$ cat src/rtl/tile_mem_noc_ctrl.sv
// tile_mem_noc_ctrl
// NoC-side command engine in front of the tile's banked SRAM. It takes 64-bit
// command headers and write-data beats from the NoC port. It runs single or
// burst word reads and writes against one bank. It returns read data and
// write acknowledges through a small response FIFO that the consumer can stall.
//
// Ports:
//   clk, rst_n               clock, asynchronous active-low reset
//   cmd_data/valid/ready     command header or write-data beat (valid/ready)
//   rsp_data/valid/ready     response word (valid/ready), with
//   rsp_last, rsp_err        end-of-command and error flags
//   mem_enable               one-hot bank enable (zero when idle)
//   mem_write_en             write strobe, qualified by mem_enable
//   mem_addr, mem_wdata      byte address (word aligned) and write data
//   mem_rdata                flattened per-bank read data, 1-cycle latency
//
// Header: [63:62] op (0 NOP, 1 READ, 2 WRITE, 3 reserved), [61:60] bank,
//         [59:50] word address, [49:46] length-1, [45:0] ignored.
//
// Build option: define TILE_MEM_NOC_ERR_EN so that op 3 returns a single error
// response. When it is not defined, op 3 is consumed as a NOP and rsp_err is 0.
module tile_mem_noc_ctrl #(
  parameter int BANKS      = 4,
  parameter int ADDR_WIDTH = 13,
  parameter int DATA_WIDTH = 64,
  parameter int RSP_DEPTH  = 4
) (
  input  logic                        clk,
  input  logic                        rst_n,
  input  logic [63:0]                 cmd_data,
  input  logic                        cmd_valid,
  output logic                        cmd_ready,
  output logic [DATA_WIDTH-1:0]       rsp_data,
  output logic                        rsp_valid,
  input  logic                        rsp_ready,
  output logic                        rsp_last,
  output logic                        rsp_err,
  output logic [BANKS-1:0]            mem_enable,
  output logic                        mem_write_en,
  output logic [ADDR_WIDTH-1:0]       mem_addr,
  output logic [DATA_WIDTH-1:0]       mem_wdata,
  input  logic [BANKS*DATA_WIDTH-1:0] mem_rdata
);

  localparam int WORD_W = ADDR_WIDTH - 3;
  localparam int PTR_W  = $clog2(RSP_DEPTH);
`ifdef TILE_MEM_NOC_ERR_EN
  localparam int ENTRY_W = DATA_WIDTH + 2;  // {data, last, err}
`else
  localparam int ENTRY_W = DATA_WIDTH + 1;  // {data, last}
`endif
  localparam logic [PTR_W:0] DEPTH = (PTR_W + 1)'(RSP_DEPTH);

  typedef enum logic [1:0] {IDLE = 2'd0, RD = 2'd1, WR = 2'd2, ERR = 2'd3} state_t;

  state_t state_reg, state_next;

  logic [17:0]       hdr_reg;        // header[63:46]
  logic [WORD_W-1:0] word_reg;       // current word address
  logic [4:0]        cnt_reg;        // words issued / beats written so far
  logic              pend_reg;       // a read was issued last cycle
  logic              pend_last_reg;  // ... and it was the final word
  logic              live_reg;       // holds cmd_ready low for the first cycle after reset

  logic [ENTRY_W-1:0] fifo_mem [RSP_DEPTH];
  logic [PTR_W-1:0]   wr_ptr_reg, rd_ptr_reg;
  logic [PTR_W:0]     count_reg;

  logic [1:0]            bank_sel;
  logic [3:0]            len_m1;
  logic [4:0]            len;
  logic                  empty, full;
  logic [PTR_W:0]        free;
  logic                  hdr_fire, wr_fire, issue, access, pop;
  logic                  push, push_last;
  logic [DATA_WIDTH-1:0] push_data, ack_word;
  logic [ENTRY_W-1:0]    push_entry;
  logic [DATA_WIDTH-1:0] bank_rdata [BANKS];
`ifdef TILE_MEM_NOC_ERR_EN
  logic                  push_err;
`endif

  assign bank_sel = hdr_reg[15:14];
  assign len_m1   = hdr_reg[3:0];
  assign len      = {1'b0, len_m1} + 5'd1;
  assign ack_word = {hdr_reg, {(DATA_WIDTH - 18){1'b0}}};

  assign empty = (count_reg == '0);
  assign full  = (count_reg == DEPTH);
  assign free  = DEPTH - count_reg;

  always_comb begin
    cmd_ready = 1'b0;
    if (live_reg) begin
      case (state_reg)
        IDLE:    cmd_ready = 1'b1;
        WR:      cmd_ready = !full;
        default: cmd_ready = 1'b0;
      endcase
    end
  end

  assign hdr_fire = cmd_valid && cmd_ready && (state_reg == IDLE);
  assign wr_fire  = cmd_valid && cmd_ready && (state_reg == WR);
  // A read may be issued only if the FIFO still has room after the read that
  // is already in flight has landed. This keeps the FIFO from overflowing.
  assign issue    = (state_reg == RD) && (cnt_reg < len) &&
                    (free > {{PTR_W{1'b0}}, pend_reg});
  assign access   = issue || wr_fire;
  assign pop      = !empty && rsp_ready;

  for (genvar gi = 0; gi < BANKS; gi++) begin : g_bank
    assign bank_rdata[gi] = mem_rdata[gi*DATA_WIDTH +: DATA_WIDTH];
    assign mem_enable[gi] = access && (bank_sel == 2'(gi));
  end

  assign mem_write_en = wr_fire;
  assign mem_addr     = access ? {word_reg, 3'b000} : '0;
  assign mem_wdata    = wr_fire ? cmd_data : '0;

  always_comb begin
    state_next = state_reg;
    push       = 1'b0;
    push_data  = ack_word;
    push_last  = 1'b1;
`ifdef TILE_MEM_NOC_ERR_EN
    push_err   = 1'b0;
`endif
    case (state_reg)
      IDLE: begin
        if (hdr_fire) begin
          case (cmd_data[63:62])
            2'd1:    state_next = RD;
            2'd2:    state_next = WR;
`ifdef TILE_MEM_NOC_ERR_EN
            2'd3:    state_next = ERR;
`endif
            default: state_next = IDLE;
          endcase
        end
      end
      RD: begin
        if (pend_reg) begin
          push      = 1'b1;
          push_data = bank_rdata[bank_sel];
          push_last = pend_last_reg;
          if (cnt_reg == len) state_next = IDLE;  // final capture lands now
        end
      end
      WR: begin
        if (wr_fire && (cnt_reg == {1'b0, len_m1})) begin
          push       = 1'b1;
          state_next = IDLE;
        end
      end
      default: begin
`ifdef TILE_MEM_NOC_ERR_EN
        if (!full) begin
          push       = 1'b1;
          push_err   = 1'b1;
          state_next = IDLE;
        end
`else
        state_next = IDLE;
`endif
      end
    endcase
  end

`ifdef TILE_MEM_NOC_ERR_EN
  assign push_entry = {push_data, push_last, push_err};
  assign rsp_err    = !empty && fifo_mem[rd_ptr_reg][0];
`else
  assign push_entry = {push_data, push_last};
  assign rsp_err    = 1'b0;
`endif
  assign rsp_valid = !empty;
  assign rsp_data  = empty ? '0 : fifo_mem[rd_ptr_reg][ENTRY_W-1 -: DATA_WIDTH];
  assign rsp_last  = !empty && fifo_mem[rd_ptr_reg][ENTRY_W-DATA_WIDTH-1];

  always_ff @(posedge clk or negedge rst_n) begin
    if (!rst_n) begin
      state_reg     <= IDLE;
      hdr_reg       <= '0;
      word_reg      <= '0;
      cnt_reg       <= '0;
      pend_reg      <= 1'b0;
      pend_last_reg <= 1'b0;
      live_reg      <= 1'b0;
      wr_ptr_reg    <= '0;
      rd_ptr_reg    <= '0;
      count_reg     <= '0;
    end else begin
      state_reg <= state_next;
      live_reg  <= 1'b1;
      if (hdr_fire) begin
        hdr_reg  <= cmd_data[63:46];
        word_reg <= cmd_data[50 +: WORD_W];
        cnt_reg  <= '0;
      end else if (access) begin
        word_reg <= word_reg + WORD_W'(1);  // wraps within the bank
        cnt_reg  <= cnt_reg + 5'd1;
      end
      pend_reg      <= issue;
      pend_last_reg <= issue && (cnt_reg == {1'b0, len_m1});
      if (push) wr_ptr_reg <= wr_ptr_reg + PTR_W'(1);
      if (pop)  rd_ptr_reg <= rd_ptr_reg + PTR_W'(1);
      if (push && !pop)      count_reg <= count_reg + (PTR_W + 1)'(1);
      else if (!push && pop) count_reg <= count_reg - (PTR_W + 1)'(1);
    end
  end

  always_ff @(posedge clk) begin
    if (push) fifo_mem[wr_ptr_reg] <= push_entry;
  end

endmodule

$ cat config.mk
export PLATFORM = sky130hd
export DESIGN_NAME = tile_mem_noc_ctrl
export DESIGN_NICKNAME = d
export VERILOG_FILES = /design/src/rtl/tile_mem_noc_ctrl.sv
export SDC_FILE = /design/constraint.sdc
export NUM_CORES = 1
export LEC_CHECK = 0
export CAP_MARGIN = 20
export CORE_UTILIZATION = 33
export CTS_BUF_LIST = sky130_fd_sc_hd__clkbuf_16
export CTS_CLUSTER_SIZE = 40
export DETAILED_ROUTE_END_ITERATION = 7
export PLACE_DENSITY = 0.63
export SLEW_MARGIN = 20
export SYNTH_ARGS = -nofsm -noshare
export SYNTH_HDL_FRONTEND = slang
export SYNTH_SLANG_ARGS = --single-unit
$ cat constraint.sdc
create_clock -name clk -period 4 [get_ports clk]
set_input_delay 0.6 -clock clk [delete_from_list [all_inputs] [get_ports clk]]
set_output_delay 0.6 -clock clk [all_outputs]
set_load 0.005 [all_outputs]
==> flow_summary_export.csv, run 1 <==
group,metric,value,unit
global_route,grtUsageMet2,32.09,%
global_route,grtUsageMet3,3.773,%
logic_synthesis,synth_compound_area_share,1.608,%
timing,setup_viol,0,
pwr,p_leak,7.635,nW
clock_tree,clockBufferDepth,3,
timing,finalClockSkew,0.01502,ns
placed_design,port-buffer-count,469,
setup_path,start_kind,"register",
drt,vias,9834,
pwr,powerDensity,573.2,mW/mm²
global_route,busiest_layer,"met2",
setup_path,cpMaxStageDelayCell,"clkdlybuf4s50_1",
global_route,grt_pass1_vias,10605,
placed_design,dp_cells,1946,
setup_path,slowest_delay,0.50,ns
logic_synthesis,synthArstFlopShare,14.75,%
timing,slew_headroom,39.22,%
logic_synthesis,synth_adder_area_share,1.818,%
finish,final_cell_mix,"468 x clkdlybuf4s50_1, 260 x edfxtp_1, 176 x and2_1, 127 x mux4_2, 64 x nand2_1",
drt,wl_per_cell,20.66,µm
clock_tree,postCtsSetupRepairBufs,0,
die,start_util,33.54,%
setup_path,path_buf_inv,2,
setup_path,cp-end-kind,"output pin",
logic_synthesis,synth_warnings,0,
clock_tree,cts_sinks,305,
die,dieArea,0.04590,mm²
logic_synthesis,synth_edf_count,260,
die,ios,474,
global_route,grt_max_degree,69,
logic_synthesis,yosysUniqueCellTypes,48,
drt,first_pass_iters,4,
timing,max_freq,0.2693,GHz
logic_synthesis,avgSynthCellArea,16.02,µm²
logic_synthesis,postSynthRegisterBits,305,
clock_tree,htreeDepth,2,
clock_tree,cts.clk_slew.worst_paths,0.06,ns
setup_path,worstPathMaxFanout,14,
setup_path,critPathKind,"reg -> out",
setup_path,path_common_cell,"ha_1",
timing,fin_crit_sh,92.83,%
logic_synthesis,synth_top_family_by_area,"multiplexers",
drt,viasPerCell,4.890,
die,die_x,214.2,µm
logic_synthesis,synth_cells,928,
die,row_count,77,
clock_tree,root_buffer,"clkbuf_16",
setup_path,crit_required,3.40,ns
drt,drt_wl_total,41.55,mm
timing,min_period,3.713,ns
global_route,grt_overflow_total,0,
timing,setup_tns,0,ns
run,max_cap_violations,0,
finish,mostFrequentLayoutCell,"clkdlybuf4s50_1",
finish,nNetsFinal,1738,
timing,slew_viol_final,0,
drt,drcViolationCount,0,
logic_synthesis,synthesis.area,0.01487,mm²
finish,largest_reg_flops,260,
die,fp.coreArea,0.04432,mm²
setup_path,crit_family,"compound AO/OA/AOI/OAI gates",
logic_synthesis,synthMuxAreaShare,21.29,%
global_route,use_met1,22.22,%
drt,antenna_left,0,
min_path,hp-class,"reg -> reg",
setup_path,critPathArrivalTime,3.11,ns
drt,drt_iter0_drc,414,
timing,hold_viol_final,0,
timing,worstMarginPinSlew,0.9117,ns
placed_design,post-place-ws,0.5958,ns
global_route,grt_pass1_wl,63.57,mm
finish,final_core_util,48.27,%
clock_tree,cts_tree,"yes",
finish,fin_cells,2011,
placed_design,place_congestion,0.8314,
setup_path,path_cells,"ha_1 > inv_1 > ha_1 > nor2b_1 > o21ai_1 > a31oi_4 > and3b_1 > clkdlybuf4s50_1",
pwr,ir_drop,0.2978,mV
logic_synthesis,synth_flop_cell,"edfxtp_1",
finish,drive_gt1_share,16.16,%
die,die_h,214.2,µm
timing,fin_ws,0.2867,ns
clock_tree,numCtsBuffers,35,
global_route,track_usage,18.10,%
timing,rsz0062_at_grt,"false",
pwr,finalPower,12.26,mW
logic_synthesis,seq_area_frac_synth,60.10,%
clock_tree,worstSkewPairLatency,0.51,ns
finish,area_delta_synth_final,43.90,%
global_route,grt_antenna_before_repair,3,
logic_synthesis,yosys.area_share.simple,11.91,%
placed_design,dp_hpwl,29.81,mm
logic_synthesis,synth-xor-area-share,0.7659,%
run_status,outcome,"finished clean",
[stage by stage]
| step | instance area, µm² | hold slack, ns |
|---|---|---|
| finish | 21390 | 0.4661 |
| detailed placement | 20290 | 0.4596 |
| global placement | 20290 | 0.4550 |
| global route | 21390 | 0.5013 |
| floorplan | 14880 | 0.3044 |
| CTS | 21370 | 0.4732 |
[final timing paths]
path	start	endpoint	slack, ns	cells past startpoint
setup / recovery	hdr_reg[1]	mem_enable[3]	0.29	8
hold / removal	hdr_reg[9]	hdr_reg[9]	0.47	2
setup reg to reg	hdr_reg[1]	word_reg[8]	1.05	9
hold reg to reg	hdr_reg[9]	hdr_reg[9]	0.47	2
max in group asynchronous	rst_n	hdr_reg[8]	2.67	3
min in group asynchronous	rst_n	rd_ptr_reg[0]	0.57	2
[logic make-up (layout without fill, tap and decap cells)]
logic type                 Yosys count  in the layout
adders and majority gates           21             21
and+or+nand+nor                    311            311
buffers and inverters               83            568
other                                2              7
muxes                              155            155
AOI/OAI and AO/OA                   38             39
DFF                                305            305
xor gates and xnor gates            13             13
[worst min-delay path: stages (launching register included)]
cell and delay (ns):
dfrtp_1 0.34, nand2_1 0.05, nand2_1 0.05
[layer usage]
metal | vias to the layer above | wire length, µm
met5 | - | 0
met4 | 0 | 900
met3 | 46 | 2508
met2 | 372 | 21630
met1 | 4945 | 16510
li1 | 4471 | -
[power breakdown]
group          switching, mW  internal [mW]
Combinational           2.02           2.97
Sequential             0.497           3.82
Clock                   1.20           1.76
[cell type report]
class                   count  area [µm²]
clock inverters            25       171.4
diodes                      2       5.005
clock buffers              36       900.9
repair buffers            490        4950
well taps                 592       740.7
fillers                  3854       22930
multi-input cells         544        5612
inverters                  17       63.81
flip-flops and latches    305        8949
[cell usage after synthesis (2+ instances only)]
master / count / area share, %
and3b_1: 2 / 0.12
buf_1: 5 / 0.13
a21oi_1: 8 / 0.27
o21ai_1: 6 / 0.20
o31ai_1: 2 / 0.10
inv_1: 16 / 0.40
or4_1: 4 / 0.20
mux4_2: 127 / 19
mux2_2: 19 / 1.4
clkbuf_1: 39 / 0.98
nand3b_1: 3 / 0.15
xor2_1: 3 / 0.18
conb_1: 2 / 0.051
or3_1: 4 / 0.17
nor2_1: 11 / 0.28
nor3b_1: 3 / 0.15
buf_4: 8 / 0.40
xnor2_1: 10 / 0.59
o311a_1: 2 / 0.13
dfrtp_1: 45 / 7.6
ha_1: 20 / 1.7
mux2i_1: 8 / 0.54
nand2b_1: 3 / 0.13
nor2b_1: 15 / 0.63
and3_1: 7 / 0.29
nand3_1: 9 / 0.30
nor3_1: 3 / 0.10
o21ai_0: 10 / 0.34
and2_1: 177 / 7.4
nand2_1: 64 / 1.6
a21o_1: 2 / 0.10
a31oi_1: 4 / 0.17
buf_2: 12 / 0.40
nand4_1: 2 / 0.084
edfxtp_1: 260 / 53
[what timing repair did]
item                                    4_1_cts  5_1_grt
resized for setup                             0        0
hold buffers                                  1        0
endpoints found under the hold margin         2        0
endpoints found under the setup margin        0       10
Power figures use the tool's default switching activity.
==> run 2, diff against run 1 <==
- SLEW_MARGIN: 20 -> 0
==> results of run 2 <==
The final DEF is identical to that of run 1; final timing and power are the same.
